[config.mk]
export PLATFORM = sky130hd
export DESIGN_NAME = encoder8x3_serial
export DESIGN_NICKNAME = d
export VERILOG_FILES = /design/src/rtl/encoder_pkg.sv /design/src/rtl/lsb_prio_enc.sv /design/src/rtl/encoder8x3_serial.sv
export SDC_FILE = /design/constraint.sdc
export NUM_CORES = 1
export LEC_CHECK = 0
export ABC_AREA = 0
export BUFFER_PORTS_ARGS = -buffer_cell sky130_fd_sc_hd__buf_2
export CORE_AREA = 2 2 41 43
export DETAILED_ROUTE_END_ITERATION = 6
export DIE_AREA = 0 0 43 45
export PLACE_DENSITY_LB_ADDON = 0.1
export SYNTH_ARGS = -nofsm -noshare
export SYNTH_HDL_FRONTEND = slang
export SYNTH_SLANG_ARGS = --single-unit
export TNS_END_PERCENT = 1
[constraint.sdc]
create_clock -name clk -period 2.2 [get_ports clk]
set_clock_uncertainty 0.05 [all_clocks]
set_input_delay 0.11 -clock clk [delete_from_list [all_inputs] [get_ports clk]]
set_output_delay 0.11 -clock clk [all_outputs]
set_load 0.01 [all_outputs]
[src/rtl/encoder_pkg.sv]
// Shared types and constants for the serial 8-to-3 encoder.
package encoder_pkg;

  localparam int N_DEF = 3;

  typedef enum logic {
    IDLE = 1'b0,
    EMIT = 1'b1
  } state_t;

  function automatic int vec_width(input int n);
    return 1 << n;
  endfunction

endpackage

[src/rtl/lsb_prio_enc.sv]
// Combinational lowest-set-bit priority encoder: index of the lowest 1 plus an any-set flag.
module lsb_prio_enc
  import encoder_pkg::*;
#(
  parameter int N = N_DEF
) (
  input  logic [vec_width(N)-1:0] vec,
  output logic [N-1:0]            idx,
  output logic                    any
);

  localparam int V = vec_width(N);

  // Scan from the top down so the lowest set bit wins the final assignment.
  always_comb begin
    idx = '0;
    for (int i = V - 1; i >= 0; i--) begin
      if (vec[i]) idx = i[N-1:0];
    end
  end

  assign any = |vec;

endmodule

[src/rtl/encoder8x3_serial.sv]
// Serialises each set bit of a captured vector into ascending binary indices over a valid/ready stream.
// Optional ENCODER_POPCOUNT_EN adds a registered set-bit count of each captured vector.
module encoder8x3_serial
  import encoder_pkg::*;
#(
  parameter int N = N_DEF
) (
  input  logic                    clk,
  input  logic                    rst_n,
  input  logic                    in_valid,
  output logic                    in_ready,
  input  logic [vec_width(N)-1:0] in,
  output logic                    out_valid,
  input  logic                    out_ready,
  output logic [N-1:0]            out,
  output logic                    out_last
`ifdef ENCODER_POPCOUNT_EN
  ,
  output logic [N:0]              count
`endif
);

  localparam int V = vec_width(N);
  localparam logic [V-1:0] ONE = {{(V-1){1'b0}}, 1'b1};

  state_t         state_q, state_d;
  logic [V-1:0]   pending_q, pending_d;
  logic [V-1:0]   pending_rest;
  logic [N-1:0]   lsb_idx;
  logic           lsb_any;
  logic           single;
  logic           capture;
  logic           beat;

  lsb_prio_enc #(.N(N)) u_lsb (
    .vec (pending_q),
    .idx (lsb_idx),
    .any (lsb_any)
  );

  // Clearing the lowest set bit leaves what remains after the current beat.
  assign pending_rest = pending_q & (pending_q - ONE);
  assign single       = lsb_any && (pending_rest == '0);

  assign out_valid = (state_q == EMIT);
  assign out_last  = out_valid && single;
  assign out       = out_valid ? lsb_idx : '0;

  assign in_ready  = (state_q == IDLE) || (out_last && out_ready);
  assign capture   = in_valid && in_ready;
  assign beat      = out_valid && out_ready;

  always_comb begin
    state_d   = state_q;
    pending_d = pending_q;
    if (beat) begin
      pending_d = pending_rest;
      if (single) state_d = IDLE;
    end
    if (capture) begin
      pending_d = in;
      state_d   = (in != '0) ? EMIT : IDLE;
    end
  end

  always_ff @(posedge clk) begin
    if (!rst_n) begin
      state_q   <= IDLE;
      pending_q <= '0;
    end else begin
      state_q   <= state_d;
      pending_q <= pending_d;
    end
  end

`ifdef ENCODER_POPCOUNT_EN
  logic [N:0] count_q, count_d;

  function automatic logic [N:0] popcount(input logic [V-1:0] v);
    logic [N:0] c;
    c = '0;
    for (int i = 0; i < V; i++) c = c + {{N{1'b0}}, v[i]};
    return c;
  endfunction

  always_comb begin
    count_d = count_q;
    if (capture) count_d = popcount(in);
  end

  always_ff @(posedge clk) begin
    if (!rst_n) count_q <= '0;
    else        count_q <= count_d;
  end

  assign count = count_q;
`endif

endmodule

==> results of run 1 <==
cells in the final DEF, fill, tap and decap left out, types with 2 or more instances in the layout:
cell type	count
a31oi_1	2
or4_1	3
a2111oi_2	2
clkbuf_4	3
o21ai_1	3
nand2_1	6
buf_4	4
o2111ai_1	2
dfxtp_1	9
mux2i_1	3
a311oi_1	2
o21ai_0	9
inv_1	6
a21oi_1	9
nor2_1	5
nand3_1	2
buf_2	17
through the flow:
step / setup WS, ns / cells / instance area, µm²
detailed placement: 0.104 / 121 / 805
finish: 0.203 / 125 / 832
global route: 0.00270 / 125 / 832
CTS: 0.0818 / 125 / 831
global placement: 0.176 / 121 / 805
floorplan: 0.368 / 91 / 723
sequential cells by signal, summed over array words and instances, names as in the netlist:
name and count:
out_valid 1, pending_q 8
cell families after synthesis:
group | share of synthesized area
AOI/OAI and AO/OA | 0.403
and+or+nand+nor | 0.189
buffers and inverters | 0.106
DFF | 0.249
muxes | 0.0415
xor gates and xnor gates | 0.0121
worst max-delay path: stages (launching register included):
cell and delay, ns:
dfxtp_1 0.43, a2111oi_2 0.45, o32ai_1 0.18, a311o_2 0.48
mux2i_1 0.20, a21oi_1 0.08
area by class of cell:
| type | instances | area (µm²) |
|---|---|---|
| tap | 16 | 20.0 |
| timing repair buffer | 21 | 115 |
| inverter | 6 | 22.5 |
| multi-input combinational | 69 | 468 |
| clock buffer | 4 | 26.3 |
| sequential | 9 | 180 |
| fill | 160 | 639 |
path summary, 6_finish.rpt:
path         slack (ns)  cells past startpoint                        end                 startpoint
max                0.20                      5  pending_q[5]$_SDFFE_PN0P_  pending_q[2]$_SDFFE_PN0P_
min                0.04                      3  pending_q[2]$_SDFFE_PN0P_                      in[2]
max reg2reg        0.20                      5  pending_q[5]$_SDFFE_PN0P_  pending_q[2]$_SDFFE_PN0P_
min reg2reg        0.59                      2  pending_q[5]$_SDFFE_PN0P_  pending_q[5]$_SDFFE_PN0P_
metal layers:
metal | wire length (µm) | part of all wire | global-route usage | up-vias
met5 | 0 | 0 | 0 | -
met4 | 23 | 0.013 | 0.0788 | 0
met3 | 108 | 0.059 | 0.0480 | 4
met2 | 878 | 0.48 | 0.376 | 31
met1 | 805 | 0.44 | 0.291 | 338
li1 | - | - | - | 388
power by group:
group | switching, mW | internal, mW
registers | 0.0333 | 0.178
logic | 0.117 | 0.0989
clock network | 0.0575 | 0.0699
==> run summary, run 1 <==
largest net degree at the start of global routing: 14
area grow syn2layout: 15.1%
fraction of registers with async set or reset after synthesis: 0
routed via count: 761
register bit count reported by yosys: 9
EDFF count, synth: 0
Yosys top cell area share: 0.249
status: finished clean
Ant. Diodes: 0
Initial Utilization: 0.491
IO Count: 18
post-CTS setup buffer count: 0
antenna violations before repair: 0
Slew headroom: 0.707
first-pass GRT wire length: 3280 µm
fin crit period: 2.00 ns
Final HPWL DP: 1430 µm
syn_nets: 103
Pleak: 0.347 nW
Die Ht: 45 µm
IO buf count: 17
# hold bufs at CTS: 0
DRC viols: 0
Synth Area per Inst: 7.95 µm²
clk sinks: 9
Total GRT Usage: 0.225
Post-CTS Resized: 0
register area share after synthesis: 0.249
TNS Setup: 0 ns
Via density: 6.09
Routed Antenna Nets: 0
Synth Cell Area: 723 µm²
Starting DRT DRC Count: 16
# rows: 14
CP Class: reg2reg
proportion of layout cells with a drive suffix above 1: 0.275
TritonCTS clock tree: built
total power: 555 µW
Max-cap violations: 0
die area: 1940 µm²
Final GP Congestion: 0.823
Tightest Hold Check Type: in2reg
vias in the first global route: 708
H-tree levels: 1
WP data arrival: 2.09 ns
Root Buffer: clkbuf_4
synth unique cells: 39
Util after Layout: 0.565
top post-synthesis cells by count: a21oi_1 (9), dfxtp_1 (9), o21ai_0 (9), inv_1 (6), nand2_1 (6)
RSZ-0062 raised after global routing: false
CP max FO: 10
Max Clk Rate: 501 MHz
Max VDD drop: 367 µV
drt pass-1 iters: 4
die width: 43 µm
Worst-Skew Late Latency: 0.26 ns
clk slew on worst S/H paths: 0.06 ns
Tcrit/Tclk final: 0.908
core area: 1470 µm²
total global routing overflow: 0
hold slack: 0.0444 ns
final setup vio count: 0
largest cells by area after synthesis: dfxtp_1 (25%), a21oi_1 (6.2%), o21ai_0 (6.2%)
CP required: 2.29 ns
Synth Warn #: 0
cells after synthesis: 91
Worst Setup Start Kind: register
CTS Buf Count: 3
area leader, netlist: dfxtp_1
Synth Flop Type: dfxtp_1
power density of the placed cells: 667 nW/µm²
Wirelength per Cell: 14.5 µm
Final nets: 122
worst slew pin tran: 0.439 ns
final hold vios: 0
Max Slew Vio Count: 0
Max clock buf depth: 2
total wire length: 1820 µm
Crit. End Element: register
(Power assumes the default switching activity.)
==> run 2, diff against run 1 <==
- CELL_PAD_IN_SITES_DETAIL_PLACEMENT: not set -> 2
- CELL_PAD_IN_SITES_GLOBAL_PLACEMENT: not set -> 2
- CORE_AREA: 2 2 41 43 -> 2 2 53 55
- DIE_AREA: 0 0 43 45 -> 0 0 55 57
==> run 2 against run 1 <==
Clock power is 3% higher. Cell count is 14% higher. Worst hold slack better by 0.0036 ns. Total power is 3.3% higher. Critical path depth is 1 higher. Final area is 4.1% higher. Via count is 3.3% higher. Critical path type is now reg2out. Clock-buffer cell count stayed put. Largest power group unchanged. Sequential power hardly changed.
==> run summary, run 2 (same netlist as run 1, synthesis figures left out) <==
CP Class: reg2out
Tcrit/Tclk final: 0.936 (+0.0279)
total global routing overflow: 0 (unchanged)
Flop pwr share: 0.372 (-0.009)
worst slew pin tran: 0.461 ns (+0.0227 ns)
CP max FO: 9 (-1)
most frequent cells in the layout: buf_2 (17), o21ai_0 (9), a21oi_1 (9), dfxtp_1 (9)
Max Slew Vio Count: 0 (unchanged)
first-pass GRT wire length: 3830 µm (+17%)
Total GRT Usage: 0.174 (-0.0512)
Wirelength per Cell: 16.6 µm (+14%)
# rows: 19 (+5)
power density of the placed cells: 662 nW/µm² (-0.76%)
IO buf count: 17 (unchanged)
Worst Setup Start Kind: register
IO Count: 18 (unchanged)
TritonCTS clock tree: built
post-CTS setup buffer count: 0 (unchanged)
Root Buffer: clkbuf_4
proportion of layout cells with a drive suffix above 1: 0.288 (+0.0131)
drt pass-1 iters: 3 (-1)
largest net degree at the start of global routing: 14 (unchanged)
Initial Utilization: 0.277 (-0.215)
Die Ht: 57 µm (+27%)
DRC viols: 0 (unchanged)
Max clock buf depth: 2 (unchanged)
TNS Setup: 0 ns (unchanged)
final hold vios: 0 (unchanged)
CTS Buf Count: 3 (unchanged)
fin crit period: 2.06 ns (+0.0613 ns)
CP required: 2.04 ns (-0.25 ns)
die area: 3140 µm² (+62%)
Worst-Skew Late Latency: 0.26 ns (about the same)
Clk pwr share: 0.229 (about the same)
Tightest Hold Check Type: in2reg
number of fill cells: 333 (+110%)
Largest Register: pending_q
Routed Antenna Nets: 0 (unchanged)
P_sw: 219 µW (+5.5%)
core area: 2620 µm² (+78%)
RSZ-0062 raised after global routing: false
final setup margin: 0.142 ns (-0.0613 ns)
H-tree levels: 1 (unchanged)
dpl ws: 0.0638 ns (-0.0405 ns)
final setup vio count: 0 (unchanged)
Ant. Diodes: 0 (unchanged)
area grow syn2layout: 19.7%
commonest non-fill, non-tap cell in the layout: buf_2
combinational power share: 0.399 (+0.010)
Starting DRT DRC Count: 12 (-4)
clk slew on worst S/H paths: 0.07 ns (about the same)
Final GP Congestion: 0.759 (-7.7%)
routed via count: 786 (+3.3%)
Final nets: 124 (+1.6%)
Max Clk Rate: 486 MHz (-3.0%)
Via density: 5.54 (-9.1%)
max reg flops: 8 (unchanged)
clk sinks: 9 (unchanged)
Max-cap violations: 0 (unchanged)
total wire length: 2350 µm (+30%)
Power Internal: 354 µW (+1.9%)
vias in the first global route: 777 (+9.7%)
status: finished clean
antenna violations before repair: 0 (unchanged)
Pleak: 0.357 nW (+2.7%)
die width: 55 µm (+28%)
WP data arrival: 1.90 ns (-0.19 ns)
Final HPWL DP: 1870 µm (+31%)
Max VDD drop: 317 µV (-13%)
Slew headroom: 0.692 (-0.0152)
Crit. End Element: output pin
switch share: 0.383 (+0.00812)
run 2: cell count changes in the layout (fill, tap and decap cells not counted):
| cell | before | now |
|---|---|---|
| buf_4 | 4 | 6 |
run 2: final cells by class:
cell class,count,area (µm²),share of cell area
inverter,6,22.5,0.0260
timing repair buffer,23,130,0.150
tap,31,38.8,0.0448
sequential,9,180,0.208
clock buffer,4,26.3,0.0303
multi-input combinational,69,468,0.540
run 2: what timing repair did:
action,in CTS,in global routing
gates resized for setup,0,1
hold buffers,0,0
setup endpoints to repair,0,5
run 2: routing by layer:
layer,up-vias,track usage,part of all wire
met5,-,0,0
met4,0,0.0523,0.0072
met3,2,0.0393,0.025
met2,9,0.267,0.47
met1,385,0.241,0.49
li1,390,-,-
run 2: per-stage QoR:
stage                     utilization  total power [mW]  hold slack [ns]  instance area (µm²)  instances
after global routing            0.331             0.622           0.0537                  866        142
after CTS                       0.331             0.583           0.0392                  865        142
final                           0.331             0.573           0.0480                  866        142
after global placement          0.321             0.442            0.324                  838        138
after detailed placement        0.321             0.446            0.325                  838        138
after floorplan                     -             0.366            0.193                  723         91
run 2: worst paths after layout:
kind                                  start                         to  slack, ns  cells past startpoint
setup reg to reg  pending_q[0]$_SDFFE_PN0P_  pending_q[7]$_SDFFE_PN0P_       0.19                      6
setup / recovery  pending_q[1]$_SDFFE_PN0P_                   out_last       0.14                      6
hold reg to reg   pending_q[0]$_SDFFE_PN0P_  pending_q[0]$_SDFFE_PN0P_       0.55                      2
hold / removal                        in[2]  pending_q[2]$_SDFFE_PN0P_       0.05                      3
run 2: power groups by stage:
stage | Clock, mW | Combinational, mW | Sequential (mW)
2_1_floorplan | 0 | 0.171 | 0.195
3_3_place_gp | 0 | 0.227 | 0.215
3_5_place_dp | 0 | 0.230 | 0.217
4_1_cts | 0.138 | 0.232 | 0.213
5_1_grt | 0.150 | 0.255 | 0.217
6_report | 0.131 | 0.229 | 0.213
run 2: critical path, stage by stage, from the launching register on:
cell       delay, ns
dfxtp_1         0.42
nor4_4          0.35
o2111ai_1       0.22
buf_4           0.19
a22oi_1         0.18
and2_1          0.15
buf_2           0.12
==> run 3, diff against run 2 <==
- PLACE_DENSITY_LB_ADDON: 0.1 -> 0.15
==> run 3 against run 2 <==
Critical path depth stayed put. Flip-flop and latch count did not move. Clock power about the same. Total power increased by 0.84%. Sequential share of layout area is 0.15 points lower. Routed wire length rose by 2.8%. Sequential power is 2% higher. Non-clock buffer count down 1. Critical path type unchanged. Largest power group unchanged. Highest routed layer unchanged.
==> run summary, run 3 (same netlist as run 1, synthesis figures left out) <==
TNS Setup: 0 ns (unchanged)
IO Count: 18 (unchanged)
commonest non-fill, non-tap cell in the layout: buf_2
Worst-Skew Late Latency: 0.25 ns (about the same)
total wire length: 2420 µm (+2.8%)
Final HPWL DP: 1900 µm (+1.9%)
Max Clk Rate: 487 MHz (+0.20%)
Max-cap violations: 0 (unchanged)
fin crit period: 2.05 ns (-0.00404 ns)
# rows: 19 (unchanged)
final hold vios: 0 (unchanged)
die width: 55 µm (unchanged)
vias in the first global route: 802 (+3.2%)
hold_sp: in[0]
final setup vio count: 0 (unchanged)
flop-to-flop setup slack: 0.18 ns (about the same)
CP max FO: 5 (-4)
Ant. Diodes: 0 (unchanged)
Root Buffer: clkbuf_4
Top Family by Delay on Critical Path: buffers and inverters
IO buf count: 17 (unchanged)
Max clock buf depth: 2 (unchanged)
Max Slew Vio Count: 0 (unchanged)
CTS Buf Count: 3 (unchanged)
Max VDD drop: 324 µV (+2.3%)
drt pass-1 iters: 4 (+1)
Worst Setup Start Kind: register
Wirelength per Cell: 17.2 µm (+3.6%)
Slowest cell on crit path: dfxtp_2
RR Startpoint: pending_q[0]$_SDFFE_PN0P_
DRC viols: 0 (unchanged)
Largest Register: pending_q
Routed Antenna Nets: 0 (unchanged)
worst slew pin tran: 0.473 ns (+0.0115 ns)
Clk pwr share: 0.221 (-0.008)
post-CTS setup buffer count: 0 (unchanged)
Via density: 5.60 (+1.1%)
total global routing overflow: 0 (unchanged)
total power: 578 µW (+0.84%)
placed cells: 137 (-0.72%)
Tightest Hold Check Type: in2reg
most frequent cells in the layout: buf_2 (17), o21ai_0 (9), a21oi_1 (9)
WP data arrival: 1.89 ns (about the same)
status: finished clean
area grow syn2layout: 21.5%
Util after Layout: 0.336 (+0.00478)
Final nets: 123 (-0.81%)
TritonCTS clock tree: built
max reg flops: 8 (unchanged)
first-pass GRT wire length: 4080 µm (+6.5%)
clk slew on worst S/H paths: 0.06 ns (about the same)
worst setup path start: pending_q[0]$_SDFFE_PN0P_
Initial Utilization: 0.277 (unchanged)
antenna violations before repair: 0 (unchanged)
Flop pwr share: 0.378 (+0.006)
core area: 2620 µm² (unchanged)
Pleak: 0.356 nW (about the same)
worst path bufs/invs: 3 (+1)
P_sw: 222 µW (+1.2%)
Tcrit/Tclk final: 0.934 (-0.00184)
switch share: 0.384 (+0.00135)
Starting DRT DRC Count: 12 (unchanged)
Crit. End Element: output pin
CP required: 2.04 ns (about the same)
die area: 3140 µm² (unchanged)
Power Internal: 356 µW (+0.62%)
clk sinks: 9 (unchanged)
final instance count without filler cells: 141 (-0.70%)
routed via count: 789 (+0.38%)
power density of the placed cells: 658 nW/µm² (-0.60%)
CP Class: reg2out
flip-flop and latch area: 181 µm² (+0.69%)
CP max stage delay: 0.36 ns (-0.06 ns)
crit-path cells: buf_12 -> nor4_4 -> o2111ai_2 -> buf_4 -> a31oi_1 -> buf_2
proportion of layout cells with a drive suffix above 1: 0.300 (+0.0117)
# hold bufs at CTS: 0 (unchanged)
Die Ht: 57 µm (unchanged)
combinational power share: 0.401 (+0.002)
largest net degree at the start of global routing: 14 (unchanged)
Total GRT Usage: 0.176 (+0.00183)
number of fill cells: 326 (-2.1%)
RSZ-0062 raised after global routing: false
Multi-input gate area: 474 µm² (+1.3%)
Slew headroom: 0.684 (-0.00769)
Final GP Congestion: 0.745 (-1.8%)
H-tree levels: 1 (unchanged)
[run 3: worst paths after layout]
check,depth (start not counted),end
worst max-delay path,6,in_ready
worst min-delay path,3,pending_q[0]$_SDFFE_PN0P_
worst max register to register,6,pending_q[7]$_SDFFE_PN0P_
worst min register to register,2,pending_q[0]$_SDFFE_PN0P_
[run 3: layout make-up]
cell class / count / share of cell area
clock buffers: 4 / 0.0299
inverters: 6 / 0.0256
multi-input cells: 69 / 0.540
flip-flops and latches: 9 / 0.207
well taps: 31 / 0.0442
repair buffers: 22 / 0.154
[run 3: per-stage QoR]
step / setup slack, ns / hold WS, ns / cell area, µm²
after global routing: 0.0394 / 0.0658 / 878
final: 0.146 / 0.0574 / 878
after detailed placement: 0.0378 / 0.328 / 843
after CTS: 0.0251 / 0.0532 / 870
after global placement: 0.0822 / 0.324 / 843
after floorplan: 0.368 / 0.193 / 723
[run 3: routing by layer]
metal / vias to the layer above / track usage / part of all wire
met2: 10 / 0.269 / 0.49
met5: - / 0 / 0
met1: 388 / 0.260 / 0.48
li1: 389 / - / -
met3: 2 / 0.0157 / 0.023
met4: 0 / 0.0523 / 0.0070
[run 3: repair_timing]
item	CTS	global route
resized for setup	0	3
setup endpoints to repair	0	7
endpoints found under the hold margin	0	0
[run 3: worst reg2reg max path: cells and delay by family, from the launching register on]
kind | cells | cell delay, ns
compound gates | 4 | 1.16
buf+inv | 1 | 0.14
mux | 1 | 0.19
flops | 1 | 0.36
[run 3: power groups by stage]
| stage | Sequential (mW) | Combinational (mW) | Clock, mW |
|---|---|---|---|
| 6_report | 0.218 | 0.232 | 0.128 |
| 4_1_cts | 0.217 | 0.230 | 0.133 |
| 3_5_place_dp | 0.221 | 0.229 | 0 |
| 2_1_floorplan | 0.195 | 0.171 | 0 |
| 5_1_grt | 0.222 | 0.260 | 0.138 |
| 3_3_place_gp | 0.218 | 0.223 | 0 |
